File: src/rtl/netlist_bist.sv
// netlist_bist: LFSR-driven BIST engine for a combinational netlist.
// Compacts netlist responses into a MISR and checks against golden.
module netlist_bist #(
  parameter int unsigned PATTERNS  = 1023,
  parameter logic [9:0]  SEED      = 10'h001,
  parameter logic [15:0] MISR_SEED = 16'h0000
) (
  input  logic        clk,
  input  logic        rst_n,
  input  logic        start,
  input  logic        abort,
  input  logic [15:0] golden,
  input  logic [3:0]  resp,
  output logic [9:0]  stim,
  output logic        busy,
  output logic        done,
  output logic        pass,
  output logic [15:0] signature
);

  // An all-zero seed would lock the LFSR, so fall back to 1.
  localparam logic [9:0] SEED_EFF =
    (SEED == 10'd0) ? 10'h001 : SEED;
  localparam logic [9:0] LAST = 10'(PATTERNS - 1);

  typedef enum logic [1:0] {
    IDLE,
    RUN,
    DONE
  } state_t;

  state_t      state_q;
  state_t      state_d;
  logic [9:0]  stim_d;
  logic [15:0] sig_d;
  logic [9:0]  cnt_q;
  logic [9:0]  cnt_d;
  logic        pass_d;
  logic [9:0]  lfsr_nxt;
  logic        fb;
  logic [15:0] misr_nxt;

  assign lfsr_nxt = {stim[8:0], stim[9] ^ stim[6]};
  assign fb = signature[15] ^ signature[13]
            ^ signature[12] ^ signature[10];
  assign misr_nxt = {signature[14:0], fb} ^ {12'b0, resp};

  assign busy = (state_q == RUN);
  assign done = (state_q == DONE);

  // State, pattern, counter and result registers.
  always_ff @(posedge clk or negedge rst_n) begin
    if (!rst_n) begin
      state_q   <= IDLE;
      stim      <= '0;
      signature <= '0;
      cnt_q     <= '0;
      pass      <= 1'b0;
    end else begin
      state_q   <= state_d;
      stim      <= stim_d;
      signature <= sig_d;
      cnt_q     <= cnt_d;
      pass      <= pass_d;
    end
  end

  // Next-state and next-register values.
  always_comb begin
    state_d = state_q;
    stim_d  = stim;
    sig_d   = signature;
    cnt_d   = cnt_q;
    pass_d  = pass;
    unique case (state_q)
      IDLE, DONE: begin
        if (start) begin
          state_d = RUN;
          stim_d  = SEED_EFF;
          sig_d   = MISR_SEED;
          cnt_d   = '0;
          pass_d  = 1'b0;
        end
      end
      RUN: begin
        if (abort) begin
          state_d = IDLE;
          stim_d  = '0;
        end else begin
          sig_d = misr_nxt;
          if (cnt_q == LAST) begin
            state_d = DONE;
            stim_d  = '0;
            pass_d  = (misr_nxt == golden);
          end else begin
            stim_d = lfsr_nxt;
            cnt_d  = cnt_q + 10'd1;
          end
        end
      end
      default: state_d = IDLE;
    endcase
  end

endmodule

File: config.mk
export PLATFORM = sky130hd
export DESIGN_NAME = netlist_bist
export DESIGN_NICKNAME = d
export VERILOG_FILES = /design/src/rtl/netlist_bist.sv
export SDC_FILE = /design/constraint.sdc
export NUM_CORES = 1
export LEC_CHECK = 0
export CAP_MARGIN = 10
export CORE_UTILIZATION = 51
export CTS_BUF_LIST = sky130_fd_sc_hd__clkbuf_4 sky130_fd_sc_hd__clkbuf_8 sky130_fd_sc_hd__clkbuf_16
export DETAILED_ROUTE_END_ITERATION = 10
export GPL_ROUTABILITY_DRIVEN = 0
export PLACE_DENSITY = 0.87
export REMOVE_ABC_BUFFERS = 1
export SYNTH_ARGS = -nofsm -noshare
export SYNTH_HDL_FRONTEND = slang
export SYNTH_SLANG_ARGS = --single-unit
File: constraint.sdc
create_clock -name clk -period 3.4 [get_ports clk]
set_input_delay 0.34 -clock clk [delete_from_list [all_inputs] [get_ports clk]]
set_output_delay 0.34 -clock clk [all_outputs]
set_load 0.01 [all_outputs]
==> flow_summary.json, run 1 <==
{
  "grt_setup_unrepaired": "false",
  "report.power.total_uw": 1090,
  "cp.required_ns": 3.56,
  "pin_count_of_the_biggest_net_entering_global_routing": 40,
  "drv_slew": 0,
  "worst_setup_path_end_kind": "flip-flop",
  "max_fo_critical_path": 18,
  "post_cts_resize_count": 0,
  "starting_utilization_of_the_core_area": 0.545,
  "design.portCount": 53,
  "max-clock-path-buffers": 2,
  "netlist_instances": 183,
  "numPortBuffers": 52,
  "timing.critical_path.cells": "clkdlybuf4s50_1, or3b_1, a41oi_4, nand3_1, xor2_1, nor2_1",
  "drt-pass1-iter-count": 4,
  "fp.dieArea_mm2": 0.00393,
  "ys_types": 30,
  "critical_path.top_delay_family": "simple AND/OR/NAND/NOR gates",
  "cts_sinks": 39,
  "wl_per_cell_um": 14.4,
  "timing.final.crit_share": 0.625,
  "die_height_um": 62.7,
  "final-instance-count-excl-fill": 283,
  "post-route-drc-count": 0,
  "cts_buffers": 5,
  "hold_ws_ns": 0.137,
  "global_route_wire_length_before_repair_mm": 6.93,
  "wire_length_after_detailed_routing_mm": 4.07,
  "antenna_found_initial": 0,
  "status": "completed",
  "num-fill-cells": 256,
  "setup.worst_path.start_class": "input port",
  "finalSetupViolCount": 0,
  "p_per_cell_area_mw_per_mm2": 431,
  "number_of_nets_with_antenna_violations_after_detailed_routing": 0,
  "vias_per_cell": 5.37,
  "power.ir.vdd_worst_mv": 0.326,
  "vias": 1521,
  "hold_viol_final": 0,
  "yosys_warnings": 0,
  "timing.setup.critical_path_class": "in2reg",
  "slew-limit-headroom": 0.450,
  "worstHoldPathType": "in2async",
  "numPlacedInstances": 275,
  "clkSlewWorstSetupHoldPaths_ns": 0.08,
  "cts_stage_hold_buffer_count": 0,
  "cts.root.buffer_cell": "clkbuf_8",
  "layout.nets": 262,
  "max_cap_viol_count": 0,
  "finClkSkew_ns": 0.00932,
  "worst_pin_slew_ns": 0.824,
  "placed_cell_area_mm2": 0.00243,
  "final_std_cell_area_no_fill_mm2": 0.00252,
  "worstPathArrival_ns": 2.28,
  "ys_seq_elements": 39,
  "chipWidth_um": 62.7,
  "totalNegativeSetupSlack_ns": 0,
  "most-common-layout-cells": "clkdlybuf4s50_1 (51), dfrtp_1 (39), nand2_1 (28), o21ai_1 (19), xor2_1 (14)",
  "area_growth_syn_to_layout_pct": 34.2,
  "drt_iter0_markers": 69,
  "place_hpwl_mm": 2.93,
  "core_area_mm2": 0.00344,
  "layout.cells.most_common": "clkdlybuf4s50_1",
  "yosysTopAreaCellShare": 0.520,
  "antenna-diode-count": 0,
  "final_layout_size_suffix_gt1_frac": 0.0591,
  "critical_path_buf_inv_count": 1,
  "max_clock_freq_mhz": 471,
  "track_usage": 0.230,
  "post_cts.repair.setup_buffers": 0,
  "via_count_of_the_first_global_routing_pass": 1477,
  "syn-mean-instance-area_um2": 10.3,
  "seq_area_frac_synth": 0.520,
  "critical_path_slowest_stage_cell": "or3b_1",
  "fin_crit_ns": 2.12,
  "clk_latency_ns": 0.29,
  "synthesis.area_mm2": 0.00188,
  "htree_levels": 2,
  "power_leakage_uw": 0.00108,
  "global_route.overflow_total": 0,
  "worst_stage_delay_on_the_critical_path_ns": 0.56,
  "num_rows": 21,
  "tritoncts": "done",
  "synth_largest_area_cell": "dfrtp_1",
  "synth_top_cells_by_area": "dfrtp_1 (52%), xor2_1 (6.5%), xnor2_1 (6.1%)"
}
-- final cells by class --
class,count,area (µm²),area share
clock buffers,6,76.3,0.0303
clock inverters,2,12.5,0.00497
inverters,3,11.3,0.00447
multi-input cells,134,862,0.342
flip-flops and latches,39,976,0.387
well taps,46,57.6,0.0229
repair buffers,53,523,0.208
-- path summary, 6_finish.rpt --
| check | slack (ns) | start | depth (start not counted) | end |
|---|---|---|---|---|
| min reg2reg | 0.51 | pass | 1 | pass |
| min in group clk | 0.51 | pass | 1 | pass |
| max | 1.28 | abort | 6 | cnt_q[8] |
| min | 0.14 | rst_n | 1 | cnt_q[5] |
| max in group asynchronous | 2.73 | rst_n | 1 | signature[1] |
| max reg2reg | 1.37 | state_q[1] | 5 | cnt_q[8] |
-- layer usage --
| metal | wire [µm] | GRT usage |
|---|---|---|
| met4 | 62 | 0.0814 |
| met2 | 1910 | 0.352 |
| met1 | 1890 | 0.313 |
| met5 | 0 | 0 |
| met3 | 212 | 0.0639 |
-- worst reg2reg max path, delay by kind of cell, from the launching register on --
kind	cells	cell delay (ns)
AO/OA/AOI/OAI	1	0.54
XOR/XNOR	1	0.18
flip-flops	1	0.38
AND/OR/NAND/NOR	3	0.80
-- Yosys cell counts --
library cell and count:
clkbuf_1 5, or3_1 1, a21oi_1 1, nand4_1 5, and4_1 1, and3_1 3, buf_2 1, or3b_1 1
buf_1 1, nor2b_1 1, inv_1 2, o2bb2ai_1 1, nor4_1 3, nor2_1 10, and2_1 1, o21ai_1 19
nand3_1 13, o21ai_0 2, nand2b_1 2, xor2_1 14, dfrtp_1 39, a22o_1 9, xnor2_1 13, nand2_1 28
a41oi_4 1, ha_1 2, xnor2_2 1, inv_2 1, mux2_2 1, xnor3_1 1
-- sequential cells by signal, summed over array words and instances, names as in the netlist --
name       cells
signature     16
state_q        2
cnt_q         10
stim          10
pass           1
-- where the power goes --
group	leakage [µW]	internal [µW]	switching (µW)
clock	0.0000446	151	157
sequential	0.000533	498	37.5
combinational	0.000505	119	123
-- per-stage QoR --
| stage | setup WS, ns | util |
|---|---|---|
| floorplan | 1.61 | - |
| global placement | 1.04 | 0.706 |
| detailed placement | 0.957 | 0.706 |
| CTS | 1.27 | 0.732 |
| global route | 1.13 | 0.732 |
| finish | 1.28 | 0.732 |
-- logic make-up (layout without fill, tap and decap cells) --
family                   count (synthesis)  in the layout  synth area share
flip-flops                              39             39             0.520
XOR/XNOR                                29             29             0.147
adder cells (fa/ha/maj)                  2              2            0.0133
multiplexers                             1              1           0.00600
AO/OA/AOI/OAI                           33             33             0.120
AND/OR/NAND/NOR                         69             69             0.173
buffers and inverters                   10             64            0.0207
No activity file was read; power rests on OpenSTA's default activity.
==> inputs of run 2 (changes only) <==
Settings changed: CORE_UTILIZATION 51 to 43, PLACE_DENSITY 0.87 to 0.78.
Clock period 3.4 ns to 1.8 ns, I/O delays scaled along.
==> run 2 against run 1 <==
Worst hold slack better by 0.34 ns. Count of clock-buffer cells in the layout did not move. Non-clock buffer count grew 15. Final cell count is 7.1% higher.
==> flow_summary.json, run 2 (synthesis results as in run 1) <==
{
  "status": "completed",
  "vias_per_cell": 5.28,
  "final-instance-count-excl-fill": 303,
  "worstHoldPathType": "in2async",
  "finClkSkew_ns": 0.00766,
  "htree_levels": 2,
  "power_leakage_uw": 0.00116,
  "timing.final.crit_share": 0.962,
  "most-common-layout-cells": "clkdlybuf4s50_1 (50), dfrtp_1 (39), nand2_1 (28), o21ai_1 (20), buf_4 (15)",
  "cts.root.buffer_cell": "clkbuf_8",
  "finalSetupViolCount": 0,
  "finish.utilization": 0.650,
  "number_of_nets_with_antenna_violations_after_detailed_routing": 0,
  "dpl_worst_slack_ns": -0.271,
  "chipWidth_um": 68.1,
  "setup.reg_to_reg.worst_slack_ns": 0.07,
  "internal_power_of_the_cells_uw": 1480,
  "via_count_of_the_first_global_routing_pass": 1491,
  "pin_count_of_the_biggest_net_entering_global_routing": 40,
  "place_hpwl_mm": 3.07,
  "hold_viol_final": 0,
  "global_route.overflow_total": 0,
  "wire_length_after_detailed_routing_mm": 4.18,
  "numPortBuffers": 52,
  "clock_share_of_power": 0.278,
  "wl_per_cell_um": 13.8,
  "combPwrFrac": 0.238,
  "drt_iter0_markers": 58,
  "drv_slew": 0,
  "reg_top3": "signature: 16 flops, cnt_q: 10 flops, stim: 10 flops",
  "clk_latency_ns": 0.29,
  "slew-limit-headroom": 0.507,
  "area_growth_syn_to_layout_pct": 41.5,
  "core_area_mm2": 0.00409,
  "totalNegativeSetupSlack_ns": 0,
  "die_height_um": 68.1,
  "share_seq_of_total_power": 0.484,
  "cp.required_ns": 1.98,
  "layout.nets": 278,
  "cts_buffers": 5,
  "layout.cells.most_common": "clkdlybuf4s50_1",
  "tritoncts": "done",
  "track_usage": 0.205,
  "power.ir.vdd_worst_mv": 0.547,
  "starting_utilization_of_the_core_area": 0.459,
  "worst_pin_slew_ns": 0.738,
  "worst_setup_path_end_kind": "flip-flop",
  "num-fill-cells": 355,
  "drt-pass1-iter-count": 4,
  "vias": 1599,
  "clkSlewWorstSetupHoldPaths_ns": 0.08,
  "antenna-diode-count": 0,
  "cts_sinks": 39,
  "setup.worst_path.start_class": "flip-flop",
  "antenna_found_initial": 0,
  "design.portCount": 53,
  "global_route_wire_length_before_repair_mm": 6.82,
  "post-route-drc-count": 0,
  "fp.dieArea_mm2": 0.00463,
  "p_per_cell_area_mw_per_mm2": 786,
  "register_with_the_most_flip_flops": "signature",
  "max_cap_viol_count": 0,
  "numPlacedInstances": 293,
  "num_rows": 23,
  "max-clock-path-buffers": 2,
  "layout.area.seq_um2": 976,
  "timing.setup.critical_path_class": "reg2reg",
  "worstPathArrival_ns": 1.91,
  "p_sw_uw": 606,
  "setup_slack_ns": 0.0685,
  "fin_crit_ns": 1.73,
  "final_layout_size_suffix_gt1_frac": 0.119,
  "switching_share": 0.290,
  "largest_register_ff_count": 16,
  "multi_input_comb_area_um2": 881,
  "max_fo_critical_path": 5,
  "max_clock_freq_mhz": 578
}
-- run 2: cell type report --
| cell class | count | share of cell area |
|---|---|---|
| sequential | 39 | 0.367 |
| multi-input combinational | 135 | 0.332 |
| timing repair buffer | 68 | 0.240 |
| clock buffer | 6 | 0.0287 |
| tap | 50 | 0.0236 |
| clock inverter | 2 | 0.00471 |
| inverter | 3 | 0.00424 |
-- run 2: worst max-delay path, cell delays in order (launching register included) --
cell	delay [ns]
dfrtp_1	0.37
inv_1	0.08
ha_1	0.21
and3_1	0.16
buf_4	0.15
a41oi_4	0.28
nand4_1	0.14
xor2_1	0.17
nor2_1	0.07
-- run 2: repair_timing --
item / 4_1_cts / 5_1_grt
gates cloned: 0 / 1
buffers inserted: 0 / 0
gates resized for setup: 2 / 1
setup endpoints to repair: 12 / 18
hold buffers: 1 / 0
endpoints found under the hold margin: 39 / 0
pin swaps: 0 / 1
-- run 2: final timing paths --
check / cells after the start / from / to
worst max-delay path: 8 / cnt_q[0] / cnt_q[9]
worst min-delay path: 3 / rst_n / cnt_q[4]
worst max register to register: 8 / cnt_q[0] / cnt_q[9]
worst min register to register: 1 / pass / pass
max in group asynchronous: 3 / rst_n / stim[2]
min in group clk: 1 / pass / pass
-- run 2: power groups by stage --
| stage | combinational [µW] | sequential [µW] | clock [µW] |
|---|---|---|---|
| final | 497 | 1010 | 581 |
| after global routing | 552 | 1020 | 638 |
| after CTS | 501 | 1010 | 590 |
| after detailed placement | 498 | 1030 | 0 |
| after global placement | 486 | 1020 | 0 |
| after floorplan | 212 | 1030 | 0 |
-- run 2: layer usage --
metal,vias to the layer above,track usage,wire length [µm]
met5,-,0,0
met4,0,0.0911,69
met3,6,0.0533,259
met2,55,0.330,1950
met1,765,0.257,1900
li1,773,-,-
-- run 2: per-stage QoR --
| stage | instance area [µm²] | total power, µW | hold slack (ns) |
|---|---|---|---|
| floorplan | 1850 | 1250 | -0.116 |
| global placement | 2540 | 1510 | 0.257 |
| detailed placement | 2540 | 1520 | 0.259 |
| CTS | 2640 | 2100 | 0.485 |
| global route | 2660 | 2210 | 0.525 |
| finish | 2660 | 2090 | 0.475 |
==> inputs of run 3 (changes only) <==
Settings changed: CAP_MARGIN 10 to not set.
==> results of run 3 <==
Final layout, timing and power as in run 2 (identical DEF).
